### src/rtl/qam16_symbol_mapper.sv
// 16-QAM transmit symbol mapper: Gray-maps 4-bit symbols to 1s17 I/Q.
// Frames the stream with a max-level preamble and fills underflow from a PRBS.
//
// Ports:
//   clk, reset_n          clock, synchronous active-low reset
//   sym_clk_ena           one-cycle symbol tick
//   tx_enable             run/stop control, sampled on ticks
//   in_valid, in_data     input symbol ([3:2] -> I, [1:0] -> Q)
//   in_ready              tick cycle while in DATA (combinational)
//   out_i, out_q          registered signed I/Q symbol
//   sym_valid             pulse when out_i/out_q update
//   frame_start           pulse with preamble symbol 0
//   underflow_cnt         saturating count of PRBS-filled symbols
module qam16_symbol_mapper #(
  parameter int DATA_WIDTH = 18,
  parameter logic signed [DATA_WIDTH-1:0] LEVEL_A = 18'sd32768,
  parameter int PREAMBLE_LEN = 16,
  parameter int FRAME_LEN = 1024,
  parameter int CNT_WIDTH = 16
) (
  input  logic                         clk,
  input  logic                         reset_n,
  input  logic                         sym_clk_ena,
  input  logic                         tx_enable,
  input  logic                         in_valid,
  input  logic [3:0]                   in_data,
  output logic                         in_ready,
  output logic signed [DATA_WIDTH-1:0] out_i,
  output logic signed [DATA_WIDTH-1:0] out_q,
  output logic                         sym_valid,
  output logic                         frame_start,
  output logic [CNT_WIDTH-1:0]         underflow_cnt
);

  typedef enum logic [1:0] {
    S_IDLE,
    S_PRE,
    S_DATA
  } state_t;

  localparam logic signed [DATA_WIDTH-1:0] LV_P1 = LEVEL_A;
  localparam logic signed [DATA_WIDTH-1:0] LV_P3 =
    DATA_WIDTH'(3 * LEVEL_A);
  localparam logic signed [DATA_WIDTH-1:0] LV_N1 = -LV_P1;
  localparam logic signed [DATA_WIDTH-1:0] LV_N3 = -LV_P3;

  localparam logic [CNT_WIDTH-1:0] PRE_LAST =
    CNT_WIDTH'(PREAMBLE_LEN - 1);
  localparam logic [CNT_WIDTH-1:0] DATA_LAST =
    CNT_WIDTH'(FRAME_LEN - 1);

  state_t                  r_state;
  // Index of the next symbol within the current state.
  logic [CNT_WIDTH-1:0]    r_cnt;
  logic [14:0]             r_lfsr;
  logic [CNT_WIDTH-1:0]    r_ufl;
  logic signed [DATA_WIDTH-1:0] r_i;
  logic signed [DATA_WIDTH-1:0] r_q;
  logic                    r_sym_valid;
  logic                    r_frame_start;

  logic [3:0]              w_sym;
  logic                    w_fb;

  function automatic logic signed [DATA_WIDTH-1:0] f_map(
    input logic [1:0] b
  );
    logic signed [DATA_WIDTH-1:0] v;
    v = '0;
    unique case (b)
      2'b00: v = LV_N3;
      2'b01: v = LV_N1;
      2'b11: v = LV_P1;
      2'b10: v = LV_P3;
    endcase
    return v;
  endfunction

  // Underflow symbols come from the low LFSR nibble.
  assign w_sym = in_valid ? in_data : r_lfsr[3:0];
  // x^15 + x^14 + 1, shifting left.
  assign w_fb = r_lfsr[14] ^ r_lfsr[13];

  assign in_ready = sym_clk_ena & (r_state == S_DATA);

  always_ff @(posedge clk) begin
    if (!reset_n) begin
      r_state       <= S_IDLE;
      r_cnt         <= '0;
      r_lfsr        <= 15'h7FFF;
      r_ufl         <= '0;
      r_i           <= '0;
      r_q           <= '0;
      r_sym_valid   <= 1'b0;
      r_frame_start <= 1'b0;
    end else begin
      r_sym_valid   <= 1'b0;
      r_frame_start <= 1'b0;
      if (sym_clk_ena) begin
        r_sym_valid <= 1'b1;
        if (!tx_enable) begin
          r_state <= S_IDLE;
          r_cnt   <= '0;
          r_i     <= '0;
          r_q     <= '0;
        end else begin
          unique case (r_state)
            S_IDLE: begin
              // This tick already carries preamble symbol 0.
              r_state       <= S_PRE;
              r_cnt         <= CNT_WIDTH'(1);
              r_i           <= LV_P3;
              r_q           <= LV_P3;
              r_frame_start <= 1'b1;
            end
            S_PRE: begin
              r_frame_start <= (r_cnt == '0);
              r_i <= r_cnt[0] ? LV_N3 : LV_P3;
              r_q <= r_cnt[0] ? LV_N3 : LV_P3;
              if (r_cnt == PRE_LAST) begin
                r_state <= S_DATA;
                r_cnt   <= '0;
              end else begin
                r_cnt <= r_cnt + 1'b1;
              end
            end
            S_DATA: begin
              r_i <= f_map(w_sym[3:2]);
              r_q <= f_map(w_sym[1:0]);
              if (!in_valid) begin
                r_lfsr <= {r_lfsr[13:0], w_fb};
                if (r_ufl != '1) begin
                  r_ufl <= r_ufl + 1'b1;
                end
              end
              if (r_cnt == DATA_LAST) begin
                r_state <= S_PRE;
                r_cnt   <= '0;
              end else begin
                r_cnt <= r_cnt + 1'b1;
              end
            end
            default: begin
              r_state <= S_IDLE;
              r_cnt   <= '0;
            end
          endcase
        end
      end
    end
  end

  assign out_i         = r_i;
  assign out_q         = r_q;
  assign sym_valid     = r_sym_valid;
  assign frame_start   = r_frame_start;
  assign underflow_cnt = r_ufl;

endmodule
### config.mk
export PLATFORM = sky130hd
export DESIGN_NAME = qam16_symbol_mapper
export DESIGN_NICKNAME = d
export VERILOG_FILES = /design/src/rtl/qam16_symbol_mapper.sv
export SDC_FILE = /design/constraint.sdc
export NUM_CORES = 1
export LEC_CHECK = 0
export ABC_AREA = 1
export CORE_MARGIN = 3
export CORE_UTILIZATION = 30
export DETAILED_ROUTE_END_ITERATION = 10
export PLACE_DENSITY = 0.56
export SYNTH_ARGS = -nofsm -noshare
export SYNTH_HDL_FRONTEND = slang
export SYNTH_SLANG_ARGS = --single-unit
### constraint.sdc
create_clock -name clk -period 3.6 [get_ports clk]
set_input_delay 0.36 -clock clk [delete_from_list [all_inputs] [get_ports clk]]
set_output_delay 0.36 -clock clk [all_outputs]
set_load 0.1 [all_outputs]
; Word-level counts from Yosys, hierarchy flattened
; Cells that the tools add are included.
[classes]
n_addsub = 2
n_mul = 0
div = 0
order_cmp = 0
n_eq_ne = 14
n_shift = 0
muxes = 18
bitwise_logic = 3
n_reduce_logical = 9
[op_table]
columns = operator, count
row1 = 18-bit one-hot mux with 4 select lines, 2
row2 = 18-bit one-hot mux with 3 select lines, 2
row3 = 18-bit 2-to-1 mux, 3
row4 = 16-bit 2-to-1 mux, 3
row5 = 16-bit one-hot mux with 3 select lines, 1
row6 = "16-bit by 1-bit adder with 16-bit output, second input constant", 2
row7 = "16-bit by 10-bit == test with 1-bit output, second input constant", 1
row8 = "16-bit by 4-bit == test with 1-bit output, second input constant", 1
row9 = 16-bit logical NOT, 1
row10 = "16-bit inequality test, second input constant", 1
row11 = "2-bit == test, second input constant", 5
row12 = "2-bit by 1-bit == test with 1-bit output, second input constant", 3
row13 = 2-bit logical NOT, 3
row14 = 2-bit 2-to-1 mux, 3
row15 = 2-bit one-hot mux with 3 select lines, 1
row16 = 3-bit AND reduction, 2
row17 = 5-bit AND reduction, 1
row18 = 4-bit 2-to-1 mux, 1
row19 = "4-bit by 1-bit inequality test with 1-bit output, second input constant", 1
row20 = 4-bit AND reduction, 1
row21 = "3-bit by 2-bit inequality test with 1-bit output, second input constant", 1
row22 = "3-bit inequality test, second input constant", 1
row23 = 1-bit one-hot mux with 2 select lines, 1
row24 = 2-bit AND reduction, 1
row25 = 4 further kinds, 4
[totals]
register_bits = 87
latchBits = 0
mem_bits_rw = 0
romBits = 0
input_bits = 9
output_inout_bits = 55
elab_cells = 54
n_memories = 0

; Depth between registers and ports, before layout
[logic_depth]
ltp_word = 5
mapped_depth = 11

; Worst setup path before layout
; No wires, ideal clock.
[synth_path]
kind = flip-flop to flip-flop
from = register r_ufl[0] (netlist: underflow_cnt[0])
to = register r_ufl[11] (netlist: underflow_cnt[11])
arrival_time_ns = 2.224
slack_ns = 1.256
path_stages_with_launch = 10
path_buffers = 1
synth_period_minus_slack_ns = 2.344
path_cell_list = dfxtp_1 -> ha_1 -> nand3_2 -> inv_2 -> nand3_4 -> o21ai_4 -> inv_4 -> buf_6 -> a21oi_1 -> nor2_1
[synth_via]
elab_chain_cells = 2
word_cells_on_any_way = 3
classes_between = 1 x add/sub / 1 x eq/ne / 1 x reduce/logical
[synth_lines]
columns = element, line
row1 = start: declaration, 56  ; logic [CNT_WIDTH-1:0] r_ufl;
row2 = start signal: assignment, 133  ; r_ufl <= r_ufl + 1'b1;
row3 = branches (longest 2 deep; another with 16-bit by 1-bit adder with 16-bit output), -
; Several ways; the timed one is not identified.
; A chain may end at the register's enable or synchronous reset.

; Worst setup path in the final report
[layout_path]
from = register r_ufl[2] (netlist: underflow_cnt[2])
to = output underflow_cnt[2]
[layout_rtl]
columns = element, line
row1 = end: declaration, 32  ; output logic [CNT_WIDTH-1:0] underflow_cnt
; No word-level cell between the ends.

==> results.sh <==
export IMPL_grt_pass1_wl_um=12200
export IMPL_fin_tns_setup_ns=0
export IMPL_grt_overflow_total=0
export IMPL_arrival_ns=1.97
export IMPL_cts_root_buf="clkbuf_8"
export IMPL_area_growth_pct=13.3
export IMPL_synthCells=494
export IMPL_drc=0
export IMPL_first_pass_iters=4
export IMPL_clock_skew_ns=0.00833
export IMPL_grt_use_total_pct=12.2
export IMPL_hold_viol=0
export IMPL_cts_htree_levels=2
export IMPL_multi_input_area_um2=1800
export IMPL_vias=2944
export IMPL_pwr_density_cell_nw_per_um2=352
export IMPL_grt_pass1_vias=2679
export IMPL_port_buffers=33
export IMPL_hpwl_um=5170
export IMPL_slew_violations=0
export IMPL_syn_area_um2=3270
export IMPL_initial_core_util_pct=31.2
export IMPL_io_pins=64
export IMPL_ys_flop_type="dfxtp_1"
export IMPL_period_share_pct=64.7
export IMPL_cts_setup_buffers=0
export IMPL_clk_insertion_delay_late_ns=0.31
export IMPL_place_gp_congestion=0.829
export IMPL_crit_fanout=6
export IMPL_slowest_delay_ns=1.19
export IMPL_cts_made_buffers=5
export IMPL_cts_hold_buf=0
export IMPL_die_w_um=110
export IMPL_synth_top_area_cell="dfxtp_1"
export IMPL_ant_nets=0
export IMPL_fill_cells=1135
export IMPL_dieArea_um2=12200
export IMPL_clk_pin_slew_ns=0.11
export IMPL_fin_crit_ns=2.33
export IMPL_tritoncts="built"
export IMPL_fmax_mhz=429
export IMPL_final_nets=540
export IMPL_vias_per_cell=4.46
export IMPL_rows=37
export IMPL_crit_path_end_kind="output pin"
export IMPL_fp_coreArea_um2=10500
export IMPL_rsz0062_at_grt="no"
export IMPL_drt_iter0_drc=137
export IMPL_wl_per_cell_um=10.7
export IMPL_clkSinkCount=56
export IMPL_leakagePower_nw=1.55
export IMPL_worstMarginPinSlew_ns=0.980
export IMPL_synthArstFlopShare_pct=0
export IMPL_fin_util_pct=35.4
export IMPL_critPathLaunchType="flip-flop"
export IMPL_dp_cells=652
export IMPL_synth_edf_count=0
export IMPL_synthTopCellsByArea="dfxtp_1 (34%), nand2_1 (18%), buf_4 (7.4%), nor2_1 (6.4%), nand3_1 (6.1%)"
export IMPL_final_cells=660
export IMPL_critPathSlowestCell="clkdlybuf4s50_1"
export IMPL_setup_viol=0
export IMPL_yosysSeqAreaShare_pct=34.3
export IMPL_maxSlewHeadroom_pct=34.4
export IMPL_required_ns=3.24
export IMPL_netlist_area_leader_share_pct=34.3
export IMPL_synth_warnings=0
export IMPL_hold_path_class="reg2reg"
export IMPL_hold_ws_ns=0.467
export IMPL_maxCapViolCount=0
export IMPL_final_seq_area_um2=1120
export IMPL_clock_tree_buffer_depth=2
export IMPL_path_class="reg2out"
export IMPL_total_power_w=0.00130
export IMPL_status="finished, final reports clean"
export IMPL_diodes=0
export IMPL_post_cts_resized=0
export IMPL_antenna_found_initial=0
export IMPL_peakVddDrop_mv=0.159
export IMPL_syn_area_per_cell_um2=6.61
export IMPL_chipHeight_um=110
export IMPL_critPathTopFamily="buffers and inverters"
export IMPL_ys_seq_elements=56
export IMPL_grt_max_degree=27
export IMPL_drive_gt1_share_pct=6.49
export IMPL_path_cells="clkdlybuf4s50_1"
export IMPL_synth_cell_types=34
export IMPL_routed_wl_um=7090
export IMPL_path_buf_inv=1
-- cells in the mapped netlist (all sizes together), types with 3 or more instances --
cell type / number
nor3: 10
nand3b: 4
buf: 36
o21ai: 14
dfxtp: 56
ha: 8
inv: 42
nand3: 44
o21bai: 3
nand2: 159
or2: 3
xor2: 6
a21oi: 35
clkbuf: 7
nor2: 58
-- worst paths after layout --
| check | slack (ns) | depth (start not counted) | endpoint | from |
|---|---|---|---|---|
| worst max-delay path | 1.27 | 1 | underflow_cnt[2] | underflow_cnt[2] |
| worst min-delay path | 0.47 | 2 | r_lfsr[10] | r_lfsr[10] |
| worst max register to register | 1.37 | 9 | underflow_cnt[10] | r_state[0] |
| worst min register to register | 0.47 | 2 | r_lfsr[10] | r_lfsr[10] |
-- cell families after synthesis --
logic type / after synthesis / synth area share, %
DFF: 56 / 34.3
buffers and inverters: 86 / 14.0
other: 1 / 0.115
adders and majority gates: 8 / 3.06
and+or+nand+nor: 279 / 36.5
AOI/OAI and AO/OA: 56 / 9.92
xor gates and xnor gates: 8 / 2.14
-- power by group --
part           internal (W)  switching (W)
logic             0.0000436       0.000249
registers          0.000629     0.00000774
clock network      0.000158       0.000217
total              0.000831       0.000473
-- area by class of cell --
type                            instances  share of cell area, %
Tap cell                              136                   4.60
Timing Repair Buffer                   36                   9.47
Sequential cell                        56                   30.3
Inverter                               43                   4.43
Clock inverter                          2                  0.372
Clock buffer                            6                   2.23
Multi-Input combinational cell        381                   48.6
-- registers in the layout, indices dropped and copies added (netlist names) --
register and count:
frame_start 1, r_state 2, r_cnt 16, out_i 3
sym_valid 1, r_lfsr 15, out_q 2, underflow_cnt 16
-- through the flow --
stage / worst slack [ns] / cell area (um^2)
3_3_place_gp: 1.21 / 3600
4_1_cts: 1.25 / 3700
3_5_place_dp: 1.14 / 3600
2_1_floorplan: 1.26 / 3380
5_1_grt: 1.13 / 3700
6_report: 1.27 / 3700
-- cell usage in the layout (no fill, tap or decap), drive strengths merged --
cell type      instances
ha                     8
clkbuf                 6
clkinv                 2
nand2                159
nand3                 44
xor2                   6
o21ai                 14
inv                   43
clkdlybuf4s50         32
a31oi                  1
nor4                   1
conb                  30
nor3                  10
o211ai                 1
o22ai                  2
a21oi                 35
dfxtp                 56
xnor2                  2
nor2                  58
nand3b                 4
or2                    3
buf                    4
o21bai                 3
-- routing by layer --
layer / GRT usage [%] / share of wire, % / vias to the layer above
met5: 0 / 0 / -
met4: 3.61 / 1.0 / 0
met3: 2.33 / 3.9 / 9
met2: 19.9 / 46 / 68
met1: 16.5 / 49 / 1309
li1: - / - / 1558
Note: power is estimated with default switching activity, not from simulation.
